--- src/rtl/mnist_argmax_onehot_pkg.sv ---
// -----------------------------------------------------------------------------
// mnist_pkg
// Shared definitions for the MNIST classifier output path: class count, score
// type, argmax FSM states and the index -> one-hot helper used by every block
// that produces the 7-segment decoder's one-hot digit code.
// -----------------------------------------------------------------------------
package mnist_pkg;

    localparam int SCORE_W   = 16;
    localparam int N_CLASSES = 10;

    typedef logic signed [SCORE_W-1:0] score_t;

    typedef enum logic {
        ACCUM = 1'b0,
        DONE  = 1'b1
    } state_t;

    // Indices outside 0..N_CLASSES-1 map to all-zero (blank display).
    function automatic logic [N_CLASSES-1:0] idx_to_onehot(input logic [3:0] idx);
        logic [N_CLASSES-1:0] oh;
        oh = '0;
        for (int unsigned k = 0; k < N_CLASSES; k++) begin
            if (idx == 4'(k)) begin
                oh[k] = 1'b1;
            end
        end
        return oh;
    endfunction

endpackage

--- src/rtl/mnist_argmax_onehot_if.sv ---
// -----------------------------------------------------------------------------
// mnist_argmax_onehot_if
// Score stream in (valid/ready, signed score, last) and result out
// (valid/ready, one-hot code, binary index, winning score).
//   slave  : the argmax block
//   master : the score source / result consumer
// Optional ARGMAX_MARGIN_EN adds out_margin (unsigned max - second max).
// -----------------------------------------------------------------------------
interface mnist_argmax_onehot_if #(
    parameter int SCORE_W = 16
);
    logic                      in_valid;
    logic                      in_ready;
    logic signed [SCORE_W-1:0] in_score;
    logic                      in_last;
    logic                      out_valid;
    logic                      out_ready;
    logic [9:0]                out_code;
    logic [3:0]                out_index;
    logic signed [SCORE_W-1:0] out_score;
`ifdef ARGMAX_MARGIN_EN
    logic [SCORE_W:0]          out_margin;
`endif

    modport slave (
        input  in_valid, in_score, in_last, out_ready,
`ifdef ARGMAX_MARGIN_EN
        output out_margin,
`endif
        output in_ready, out_valid, out_code, out_index, out_score
    );

    modport master (
        output in_valid, in_score, in_last, out_ready,
`ifdef ARGMAX_MARGIN_EN
        input  out_margin,
`endif
        input  in_ready, out_valid, out_code, out_index, out_score
    );

endinterface

--- src/rtl/mnist_argmax_onehot_cmp.sv ---
// -----------------------------------------------------------------------------
// argmax_cmp_update
// Combinational compare-and-select of the running max/index against one
// incoming score. Beat 0 loads unconditionally; later beats replace only on a
// strictly greater signed score, so ties keep the lower index.
// With ARGMAX_MARGIN_EN the runner-up score is tracked as well.
// Ports: beat (position in frame), score, cur_* (current), nxt_* (updated).
// -----------------------------------------------------------------------------
module argmax_cmp_update #(
    parameter int SCORE_W = 16
) (
    input  logic [3:0]                beat,
    input  logic signed [SCORE_W-1:0] score,
    input  logic signed [SCORE_W-1:0] cur_max,
    input  logic [3:0]                cur_idx,
`ifdef ARGMAX_MARGIN_EN
    input  logic signed [SCORE_W-1:0] cur_second,
    output logic signed [SCORE_W-1:0] nxt_second,
`endif
    output logic signed [SCORE_W-1:0] nxt_max,
    output logic [3:0]                nxt_idx
);

    logic first;
    assign first = (beat == 4'd0);

    always_comb begin
        nxt_max = cur_max;
        nxt_idx = cur_idx;
        if (first) begin
            nxt_max = score;
            nxt_idx = 4'd0;
        end else if (score > cur_max) begin
            nxt_max = score;
            nxt_idx = beat;
        end
    end

`ifdef ARGMAX_MARGIN_EN
    // Runner-up starts at the most negative value; an equal score to the max
    // falls into the second branch, giving second == max (margin 0).
    always_comb begin
        nxt_second = cur_second;
        if (first) begin
            nxt_second = {1'b1, {(SCORE_W-1){1'b0}}};
        end else if (score > cur_max) begin
            nxt_second = cur_max;
        end else if (score > cur_second) begin
            nxt_second = score;
        end
    end
`endif

endmodule

--- src/rtl/mnist_argmax_onehot.sv ---
// -----------------------------------------------------------------------------
// mnist_argmax_onehot
// Streaming argmax over a frame of up to 10 signed class scores (class 0
// first). The frame closes on in_last or on the 10th beat; the result is then
// held (in_ready=0, out_valid=1) until out_ready, after which accumulation
// resumes on the next cycle.
// Ports:
//   clk, rst_n : clock, synchronous active-low reset
//   bus        : mnist_argmax_onehot_if.slave (score stream in, result out)
// Optional macro ARGMAX_MARGIN_EN: tracks the second max, drives out_margin
// and blanks out_code when the margin is below MIN_MARGIN.
// -----------------------------------------------------------------------------
module mnist_argmax_onehot #(
    parameter int SCORE_W    = 16
`ifdef ARGMAX_MARGIN_EN
   ,parameter int MIN_MARGIN = 0
`endif
) (
    input  logic                  clk,
    input  logic                  rst_n,
    mnist_argmax_onehot_if.slave  bus
);
    import mnist_pkg::*;

    state_t                    state_q, state_d;
    logic [3:0]                cnt_q;
    logic signed [SCORE_W-1:0] max_q, nxt_max;
    logic [3:0]                idx_q, nxt_idx;
    logic                      accept, closing;

    assign accept  = bus.in_valid && (state_q == ACCUM);
    assign closing = accept && (bus.in_last || (cnt_q == 4'(N_CLASSES-1)));

`ifdef ARGMAX_MARGIN_EN
    logic signed [SCORE_W-1:0] second_q, nxt_second;
    logic                      single_q;
    logic [SCORE_W:0]          margin;
    logic                      confident;
`endif

    argmax_cmp_update #(.SCORE_W(SCORE_W)) u_cmp (
        .beat       (cnt_q),
        .score      (bus.in_score),
        .cur_max    (max_q),
        .cur_idx    (idx_q),
`ifdef ARGMAX_MARGIN_EN
        .cur_second (second_q),
        .nxt_second (nxt_second),
`endif
        .nxt_max    (nxt_max),
        .nxt_idx    (nxt_idx)
    );

    always_ff @(posedge clk) begin
        if (!rst_n) begin
            cnt_q <= '0;
            max_q <= '0;
            idx_q <= '0;
        end else if (accept) begin
            max_q <= nxt_max;
            idx_q <= nxt_idx;
            cnt_q <= closing ? 4'd0 : cnt_q + 4'd1;
        end
    end

`ifdef ARGMAX_MARGIN_EN
    always_ff @(posedge clk) begin
        if (!rst_n) begin
            second_q <= '0;
            single_q <= 1'b0;
        end else if (accept) begin
            second_q <= nxt_second;
            // Only meaningful on the closing beat: frame held a single score.
            single_q <= (cnt_q == 4'd0);
        end
    end

    always_comb begin
        margin = {max_q[SCORE_W-1], max_q} - {second_q[SCORE_W-1], second_q};
        if (single_q) begin
            margin = '1;
        end
        confident = (margin >= (SCORE_W+1)'(MIN_MARGIN));
    end
`endif

    always_ff @(posedge clk) begin
        if (!rst_n) begin
            state_q <= ACCUM;
        end else begin
            state_q <= state_d;
        end
    end

    always_comb begin
        state_d       = state_q;
        bus.in_ready  = 1'b0;
        bus.out_valid = 1'b0;
        bus.out_code  = '0;
        bus.out_index = '0;
        bus.out_score = '0;
`ifdef ARGMAX_MARGIN_EN
        bus.out_margin = '0;
`endif
        case (state_q)
            ACCUM: begin
                bus.in_ready = 1'b1;
                if (closing) begin
                    state_d = DONE;
                end
            end
            DONE: begin
                bus.out_valid = 1'b1;
                bus.out_code  = idx_to_onehot(idx_q);
                bus.out_index = idx_q;
                bus.out_score = max_q;
`ifdef ARGMAX_MARGIN_EN
                bus.out_margin = margin;
                if (!confident) begin
                    bus.out_code = '0;
                end
`endif
                if (bus.out_ready) begin
                    state_d = ACCUM;
                end
            end
            default: state_d = ACCUM;
        endcase
    end

endmodule

--- src/flat_wrapper.sv ---
// flat-port wrapper written by rule: the top's interface ports become plain ports
module mnist_argmax_onehot_flat import mnist_pkg::*;
#(
    parameter int SCORE_W    = 16

)
  (clk, rst_n, bus_in_valid, bus_in_score, bus_in_last, bus_out_ready, bus_in_ready, bus_out_valid, bus_out_code, bus_out_index, bus_out_score);
  mnist_argmax_onehot_if #(.SCORE_W(SCORE_W)) bus_i ();
  input  logic clk;
  input  logic rst_n;
  input wire logic [$bits(bus_i.in_valid)-1:0] bus_in_valid;
  input wire logic [$bits(bus_i.in_score)-1:0] bus_in_score;
  input wire logic [$bits(bus_i.in_last)-1:0] bus_in_last;
  input wire logic [$bits(bus_i.out_ready)-1:0] bus_out_ready;
  output wire logic [$bits(bus_i.in_ready)-1:0] bus_in_ready;
  output wire logic [$bits(bus_i.out_valid)-1:0] bus_out_valid;
  output wire logic [$bits(bus_i.out_code)-1:0] bus_out_code;
  output wire logic [$bits(bus_i.out_index)-1:0] bus_out_index;
  output wire logic [$bits(bus_i.out_score)-1:0] bus_out_score;
  assign bus_i.in_valid = bus_in_valid;
  assign bus_i.in_score = bus_in_score;
  assign bus_i.in_last = bus_in_last;
  assign bus_i.out_ready = bus_out_ready;
  assign bus_in_ready = bus_i.in_ready;
  assign bus_out_valid = bus_i.out_valid;
  assign bus_out_code = bus_i.out_code;
  assign bus_out_index = bus_i.out_index;
  assign bus_out_score = bus_i.out_score;
  mnist_argmax_onehot #(.SCORE_W(SCORE_W)) u_core (.clk(clk), .rst_n(rst_n), .bus(bus_i));
endmodule
--- config.mk ---
export PLATFORM = sky130hd
export DESIGN_NAME = mnist_argmax_onehot_flat
export DESIGN_NICKNAME = d
export VERILOG_FILES = /design/src/rtl/mnist_argmax_onehot_pkg.sv /design/src/rtl/mnist_argmax_onehot_if.sv /design/src/rtl/mnist_argmax_onehot_cmp.sv /design/src/rtl/mnist_argmax_onehot.sv /design/src/flat_wrapper.sv
export SDC_FILE = /design/constraint.sdc
export NUM_CORES = 1
export LEC_CHECK = 0
export CORE_MARGIN = 8
export CORE_UTILIZATION = 42
export DETAILED_ROUTE_END_ITERATION = 16
export PLACE_DENSITY_LB_ADDON = 0.12
export SYNTH_ARGS = -nofsm -noshare
export SYNTH_HDL_FRONTEND = slang
export SYNTH_SLANG_ARGS = --single-unit
export TNS_END_PERCENT = 20
--- constraint.sdc ---
create_clock -name clk -period 2 [get_ports clk]
set_input_delay 0.3 -clock clk [delete_from_list [all_inputs] [get_ports clk]]
set_output_delay 0.3 -clock clk [all_outputs]
set_load 0.05 [all_outputs]
### Yosys cells after proc, flatten, opt, wreduce, memory -nomap -nowiden

Index checks and enable logic that the tools add are counted.

| word-level totals | value |
|---|---|
| register bits after elaboration | 25 |
| bits in latches | 0 |
| RAM bits | 0 |
| bits in read-only memories | 0 |
| input port bits | 21 |
| output and inout bits | 32 |
| logic and storage cells | 47 |
| memories | 0 |

| operators by class | value |
|---|---|
| add/subtract/negate cells | 1 |
| $mul | 0 |
| divide/modulo/power cells | 0 |
| $lt $le $gt $ge | 1 |
| equal/unequal tests | 10 |
| shifts and indexed selects | 0 |
| mux-type cells | 23 |
| bitwise gates (word level) | 1 |
| reductions and logical operators | 7 |

Operator list:

| operator | count |
|---|---|
| $mux W16 | 3 |
| $eq A4 B3 Y1 const B | 4 |
| $gt A16 B16 Y1 | 1 |
| $mux W4 | 4 |
| $mux W1 | 14 |
| $eq A4 B4 Y1 const B | 3 |
| $mux W10 | 1 |
| $eq A4 B2 Y1 const B | 2 |
| $logic_not A4 Y1 | 2 |
| $add A4 B1 Y4 const B | 1 |
| $eq A4 B1 Y1 const B | 1 |
| $logic_and A1 B1 Y1 | 2 |
| $pmux W1 S2 | 1 |
| $reduce_and A2 Y1 | 1 |
| $reduce_bool A2 Y1 | 1 |
| $logic_or A1 B1 Y1 | 1 |
| $not A1 Y1 | 1 |

### Depth between registers and ports, before layout

Gate-level depths: netlist of the first run.

| depth | value |
|---|---|
| depth after elaboration | 5 |
| depth in mapped cells | 9 |
| depth with buffers taken out | 8 |

### Modules after synthesis

From an unflattened synthesis of the first run, not the netlist that was laid out.

| unflattened totals | value |
|---|---|
| cells, all modules | 243 |
| area total of the unflattened synthesis | 1963.1 µm² |

Modules (own cells, without submodules):

| module | times used | cells each | area each (µm²) | seq. area each (µm²) |
|---|---|---|---|---|
| mnist_argmax_onehot | 1 | 153 | 1161.1 | 500.5 |
| argmax_cmp_update | 1 | 90 | 802.0 | 0.0 |

### Worst setup path after synthesis of the first run

OpenSTA, ideal clock, no wires.

| path | value |
|---|---|
| path kind | register to output |
| start | register u_core.state_q |
| end | output port bus_out_code[0] |
| arrival | 2492 ps |
| data required time | 1700 ps |
| slack | -792 ps |
| cell stages (with the launch flop) | 4 |
| buffers on the path | 0 |
| path through | dfxtp_1 -> clkinv_1 -> or3_1 -> nor3_1 |

| between the ends | value |
|---|---|
| cells in the longest elaborated chain, start to end | 1 |

Ends and longest elaborated chain:

| element | RTL line | text |
|---|---|---|
| start: declaration | mnist_argmax_onehot.sv:25 | `state_t state_q, state_d;` |
| start signal: assignment | mnist_argmax_onehot.sv:91 | `state_q <= state_d;` |
| $mux W10 | mnist_argmax_onehot.sv:105 | `case (state_q)` |
| end: declaration | flat_wrapper.sv:17 | `output wire logic [$bits(bus_i.out_code)-1:0] bus_out_code;` |

Every way passes these cells.

### Worst setup path in the final report of the first run

| path | value |
|---|---|
| start | register u_core.max_q[11] |
| end | register u_core.max_q[7] |

| between the ends | value |
|---|---|
| cells in the longest elaborated chain, start to end | 3 |

Ends and longest elaborated chain:

| element | RTL line | text |
|---|---|---|
| start: declaration | mnist_argmax_onehot.sv:27 | `logic signed [SCORE_W-1:0] max_q, nxt_max;` |
| start signal: assignment | mnist_argmax_onehot.sv:60 | `max_q <= nxt_max;` |
| $gt A16 B16 Y1 | mnist_argmax_onehot_cmp.sv:33 | `end else if (score > cur_max) begin` |
| $reduce_bool A2 Y1 (no source line) | n/a |  |
| $reduce_and A2 Y1 (no source line) | n/a |  |

Every way passes these cells.
A chain may end at the register's enable or synchronous reset.

==> out/results.ini, run 1 <==
[status]
status=finished, violations left
failed_checks=negative setup slack

[cells_and_area]
layout.nets=334
area_delta_synth_final_pct=77.9
fin_util_pct=76.1
diodes=0
final_area_mm2=0.00298
fill_cells=275
drive_gt1_share_pct=42.7

[synth]
yosysUniqueCellTypes=36
avgSynthCellArea_um2=7.71
ys_ff_latch=25
async_flop_share_pct=0
synth_area_leaders=dfxtp_1 30%, ha_1 14%, mux2i_1 11%, nand2_1 10%, nor2_1 6.3%
syn_area_mm2=0.00167
ys.flop_type=dfxtp_1
ys_seq_area_share_pct=29.9
synth_top_area_share_pct=29.9
syn_inst=217
synth_edf_count=0
syn-num-nets=257
yosysTopAreaCell=dfxtp_1
synth_warnings=0

[route]
vias=1703
drt_wl_total_um=4720
dr.first_iter.drc_count=78
drc=0
ant_nets=0
dr.pass1.iters=4
avgViaCountPerCell=4.97
wl_per_cell_um=13.8

[floorplan]
fp-row-count=23
coreArea_mm2=0.00391
die_h_um=79.1
dieArea_mm2=0.00626
die_w_um=79.1
ios=53
start_util_pct=42.8

[setup_path]
cp_max_fo=6
cp_cell_sequence=inv_2 -> ha_4 -> nand4_1 -> nor4_2 -> a21boi_2 -> o21ai_2 -> a31oi_4 -> buf_6 -> mux2i_1
end_kind=flip-flop
max_stage_delay_ns=0.34
critPathKind=reg2reg
cp.required_ns=2.19
startpoint_type=flip-flop
cpLargestDelayFamily=compound AO/OA/AOI/OAI gates
crit_arrival_ns=2.37
critPathBufInv=2
cp_slowest_cell=dfxtp_2

[clock_network]
cts_buffers=3
htree_levels=1
cts_sinks=25
clockBufferDepth=2
cts_hold_buf=0
clk_latency_ns=0.26
cts-root-buf=clkbuf_8
tritoncts=done
clk_pin_slew_ns=0.09

[sta]
setup_viol_count_final=20
worst_slack_ns=-0.178
fin_crit_ns=2.18
skew_ns=0.00442
rsz0062_at_grt=true
tightest_slew_ns=0.494
maxSlewHeadroom_pct=67.0
hold_viol=0
finalMaxSlewViolations=0
finalHoldWorstSlack_ns=0.444
fin_tns_setup_ns=-2.58
max_freq_ghz=0.459
fin_crit_sh_pct=109

[global_route]
grt_pass1_wl_um=8230
grt_usage_pct=15.8
grt_pass1_vias=1766
antenna_found_initial=0
grt_max_degree=27
overflow=0

[place]
dp_slack_ns=-0.690
dpl-instance-area_mm2=0.00273
hpwl_um=3600
io_buffers=52
gp_congestion=0.813

[worst_hold_path]
hp-class=in2reg

[pwr]
p_leak_nw=1.19
p_per_area_mw_per_mm2=453
ir_drop_mv=0.371

[flow_run]
cap_violations=0

==> path summary, 6_finish.rpt <==
kind,slack (ns),start,endpoint,depth (start not counted)
setup / recovery,-0.18,u_core.max_q[11],u_core.max_q[7],9
hold / removal,0.44,bus_in_score[2],u_core.max_q[2],3
setup reg to reg,-0.18,u_core.max_q[11],u_core.max_q[7],9
hold reg to reg,0.46,u_core.max_q[2],u_core.max_q[2],2
==> tightest hold or removal path: cells and delay by family <==
kind          cells  cell delay [ns]
buf+inv           1             0.25
simple gates      1             0.06
mux               1             0.06
==> power by group <==
group / switching, mW / total (mW) / internal [mW]
Combinational: 0.249 / 0.496 / 0.247
Clock: 0.153 / 0.296 / 0.142
Sequential: 0.0243 / 0.557 / 0.533
Total: 0.426 / 1.35 / 0.922
==> sequential cells by signal, summed over array words and instances, names as in the netlist <==
| register | cells |
|---|---|
| u_core.cnt_q | 4 |
| u_core.idx_q | 4 |
| u_core.max_q | 16 |
| u_core.state_q | 1 |
==> cell usage after synthesis, drive strengths merged (3+ instances only) <==
| master | number |
|---|---|
| a21oi | 6 |
| and2 | 8 |
| buf | 3 |
| clkbuf | 5 |
| dfxtp | 25 |
| ha | 19 |
| inv | 19 |
| mux2i | 18 |
| nand2 | 46 |
| nand2b | 3 |
| nand4 | 4 |
| nor2 | 28 |
| nor3 | 3 |
| o21ai | 7 |
==> metrics by stage <==
stage                     std cells  power, mW
after detailed placement        335      0.984
final                           343       1.35
after CTS                       343       1.35
after floorplan                 217      0.811
after global placement          335      0.976
after global routing            343       1.44
==> kinds of logic (layout without fill, tap and decap cells) <==
group	Yosys count	after routing	synth area share (%)
simple gates	103	103	28.3
buf+inv	28	104	7.17
flops	25	25	29.9
compound gates	21	21	8.15
fa+ha+maj	19	19	14.2
mux	18	18	10.8
xor+xnor	3	3	1.57
==> what timing repair did <==
action | in CTS | in global routing
buffers inserted | 3 | 0
endpoints found under the hold margin | 0 | 0
setup endpoints to repair | 20 | 20
resized for setup | 57 | 2
cloned | 1 | 0
pin swaps | 25 | 1
==> per-layer routing <==
layer  global-route usage (%)  share of wire (%)  up-vias
met3                     2.93                5.7        7
met4                     4.44                1.3        0
met5                        0                  0        -
met1                     20.1                 45      777
li1                         -                  -      867
met2                     26.6                 48       52
==> layout make-up <==
type / count / area [um^2] / area share [%]
Multi-Input combinational cell: 164 / 1330 / 44.8
Timing Repair Buffer: 80 / 946 / 31.8
Sequential cell: 25 / 515 / 17.3
Inverter: 20 / 75.1 / 2.52
Tap cell: 50 / 62.6 / 2.10
Clock buffer: 4 / 45.0 / 1.51
==> cell usage in the layout (no fill, tap or decap), types with 3 or more instances in the layout <==
cell | synthesis | routed
inv_2 | 0 | 9
clkbuf_8 | 0 | 3
o21ai_1 | 2 | 3
mux2i_1 | 18 | 18
nor2_1 | 28 | 13
and2_1 | 7 | 5
dfxtp_1 | 25 | 13
a21oi_1 | 6 | 5
nor2_2 | 0 | 6
nand2_1 | 46 | 46
ha_1 | 19 | 8
dlygate4sd2_1 | 0 | 15
nand4_1 | 3 | 3
clkdlybuf4s50_1 | 0 | 6
buf_6 | 2 | 3
buf_12 | 0 | 24
buf_4 | 0 | 32
nor2_4 | 0 | 9
ha_4 | 0 | 11
inv_1 | 19 | 10
nand2b_1 | 3 | 3
dfxtp_2 | 0 | 12
No activity file was read; power rests on OpenSTA's default activity.
==> inputs of run 2 (changes only) <==
--- a/config.mk
+++ b/config.mk
@@ -6,9 +6,11 @@
 export NUM_CORES = 1
 export LEC_CHECK = 0
 export CORE_MARGIN = 8
-export CORE_UTILIZATION = 42
+export CORE_UTILIZATION = 30
 export DETAILED_ROUTE_END_ITERATION = 16
+export MAX_ROUTING_LAYER = met4
 export PLACE_DENSITY_LB_ADDON = 0.12
+export REMOVE_ABC_BUFFERS = 1
 export SYNTH_ARGS = -nofsm -noshare
 export SYNTH_HDL_FRONTEND = slang
 export SYNTH_SLANG_ARGS = --single-unit
==> out/results.ini, run 2 (same netlist as run 1, synthesis figures left out) <==
[status]
status=finished, violations left
failed_checks=negative setup slack

[setup_path]
crit-reg2reg-launch=u_core.max_q[9]
end_kind=flip-flop
cp.required_ns=2.19  ; about the same
startpoint_type=flip-flop
cpLargestDelayFamily=simple AND/OR/NAND/NOR gates
cp_slowest_cell=or3b_4
cp_cell_sequence=inv_2 -> ha_4 -> nand4_1 -> nor2_1 -> o21a_1 -> or3b_4 -> a31oi_4 -> buf_6 -> mux2i_1
max_stage_delay_ns=0.41  ; +0.07 ns
crit_arrival_ns=2.36  ; about the same
startpoint=u_core.max_q[9]
critPathBufInv=2  ; unchanged
critPathKind=reg2reg
cp_max_fo=5  ; -1

[global_route]
grt_usage_pct=11.8  ; -4.0 points
grt_pass1_wl_um=8020  ; -2.6%
antenna_found_initial=0  ; unchanged
grt_pass1_vias=1688  ; -4.4%
overflow=0  ; unchanged
grt_max_degree=25  ; -7.4%

[place]
gp_congestion=0.738  ; -9.2%
hpwl_um=3610  ; about the same
io_buffers=52  ; unchanged

[floorplan]
start_util_pct=30.8  ; -12 points
ios=53  ; unchanged
die_w_um=90.7  ; +15%
dieArea_mm2=0.00823  ; +31%
coreArea_mm2=0.00544  ; +39%
die_h_um=90.7  ; +15%
fp-row-count=27  ; +17%

[clock_network]
clk_latency_ns=0.27  ; about the same
clockBufferDepth=2  ; unchanged
htree_levels=1  ; unchanged
clk_pin_slew_ns=0.09  ; about the same
tritoncts=done
cts_buffers=3  ; unchanged
cts-root-buf=clkbuf_8
cts_sinks=25  ; unchanged

[cells_and_area]
layout.nets=338  ; +1.2%
diodes=0  ; unchanged
final_cell_mix=44 x nand2_1, 38 x buf_4, 28 x nor2_1
largest_register_ffs=16  ; unchanged
regMostFlops=u_core.max_q
multiInputGateArea_mm2=0.00124  ; -6.8%
area_delta_synth_final_pct=75.0
drive_gt1_share_pct=37.0  ; -5.6 points
largest_registers=u_core.max_q x16, u_core.cnt_q x4, u_core.idx_q x4
regArea_um2=513  ; -0.49%
fill_cells=507  ; +84%
final_common_cell=nand2_1

[sta]
max_freq_ghz=0.462  ; +0.53%
finalMaxSlewViolations=0  ; unchanged
maxSlewHeadroom_pct=67.1  ; +0.11 points
tightest_slew_ns=0.492  ; -0.00162 ns
hold_viol=0  ; unchanged
setup_viol_count_final=20  ; unchanged
worst_slack_ns=-0.166  ; +0.0116 ns
fin_crit_ns=2.17  ; -0.0116 ns
rsz0062_at_grt=true
fin_tns_setup_ns=-2.67  ; -0.0949 ns
finalHoldWorstSlack_ns=0.436  ; -0.00869 ns
skew_ns=0.00680  ; +0.00238 ns
fin_crit_sh_pct=108  ; -0.58 points

[pwr]
swShare_pct=31.6  ; -0.052 points
pwr-share-comb_pct=36.4  ; -0.3 points
p_leak_nw=1.22  ; +2.0%
p_int_uw=932  ; +1.1%
ir_drop_mv=0.233  ; -37%
pwr-share-clk_pct=22.7  ; +0.8 points
p_per_area_mw_per_mm2=465  ; +2.6%
totalPowerFinal_mw=1.36  ; +0.98%
p_seq_share_pct=40.9  ; -0.4 points
p_switching_uw=430  ; +0.82%

[route]
vias=1648  ; -3.2%
drt_wl_total_um=4650  ; -1.5%
drc=0  ; unchanged
dr.first_iter.drc_count=76  ; -2.6%
wl_per_cell_um=12.6  ; -8.4%
ant_nets=0  ; unchanged
avgViaCountPerCell=4.47  ; -10%
dr.pass1.iters=4  ; unchanged

[worst_hold_path]
hp-class=in2reg
hp-start=bus_in_score[1]

[flow_run]
cap_violations=0  ; unchanged

[run 2: worst paths after layout]
path	to	slack [ns]	cells past startpoint
worst max-delay path	u_core.max_q[4]	-0.17	9
worst min-delay path	u_core.max_q[1]	0.44	3
worst max register to register	u_core.max_q[4]	-0.17	9
worst min register to register	u_core.max_q[2]	0.46	2
[run 2: worst register-to-register path, stage by stage, from the launching register on]
cell     delay (ns)
dfxtp_2        0.35
inv_2          0.05
ha_4           0.23
nand4_1        0.17
nor2_1         0.07
o21a_1         0.20
or3b_4         0.41
a31oi_4        0.23
buf_6          0.17
mux2i_1        0.21
[run 2: repair_timing]
action	4_1_cts	5_1_grt
hold buffers	0	0
setup endpoints to repair	21	24
pin swaps	21	8
gates cloned	1	0
gates resized for setup	50	12
setup buffers	3	1
[run 2: layout make-up]
cell class,instances,share of cell area [%]
timing repair buffer,84,32.9
inverter,20,2.56
tap,72,3.07
sequential,25,17.5
clock buffer,4,1.54
multi-input combinational,164,42.4
[run 2: layer usage]
layer / vias to the layer above / track usage, % / routed length, um
met3: 4 / 2.83 / 200
li1: 868 / - / -
met2: 41 / 19.2 / 2140
met5: - / - / 0
met1: 735 / 14.4 / 2280
met4: 0 / 2.91 / 29
[run 2: power by group through the flow]
stage / Clock [mW] / Combinational, mW / Sequential [mW]
after global routing: 0.342 / 0.546 / 0.562
after global placement: 0 / 0.410 / 0.561
after floorplan: 0 / 0.216 / 0.560
after CTS: 0.320 / 0.490 / 0.554
after detailed placement: 0 / 0.414 / 0.561
final: 0.309 / 0.496 / 0.557
[run 2: per-stage QoR]
step	instance area (um^2)	instances	setup WS, ns	utilization (%)
6_report	2930	369	-0.166	53.9
2_1_floorplan	1630	209	-1.39	-
3_5_place_dp	2650	360	-0.706	48.8
3_3_place_gp	2650	360	-0.601	48.8
4_1_cts	2900	368	-0.162	53.3
5_1_grt	2930	369	-0.278	53.9
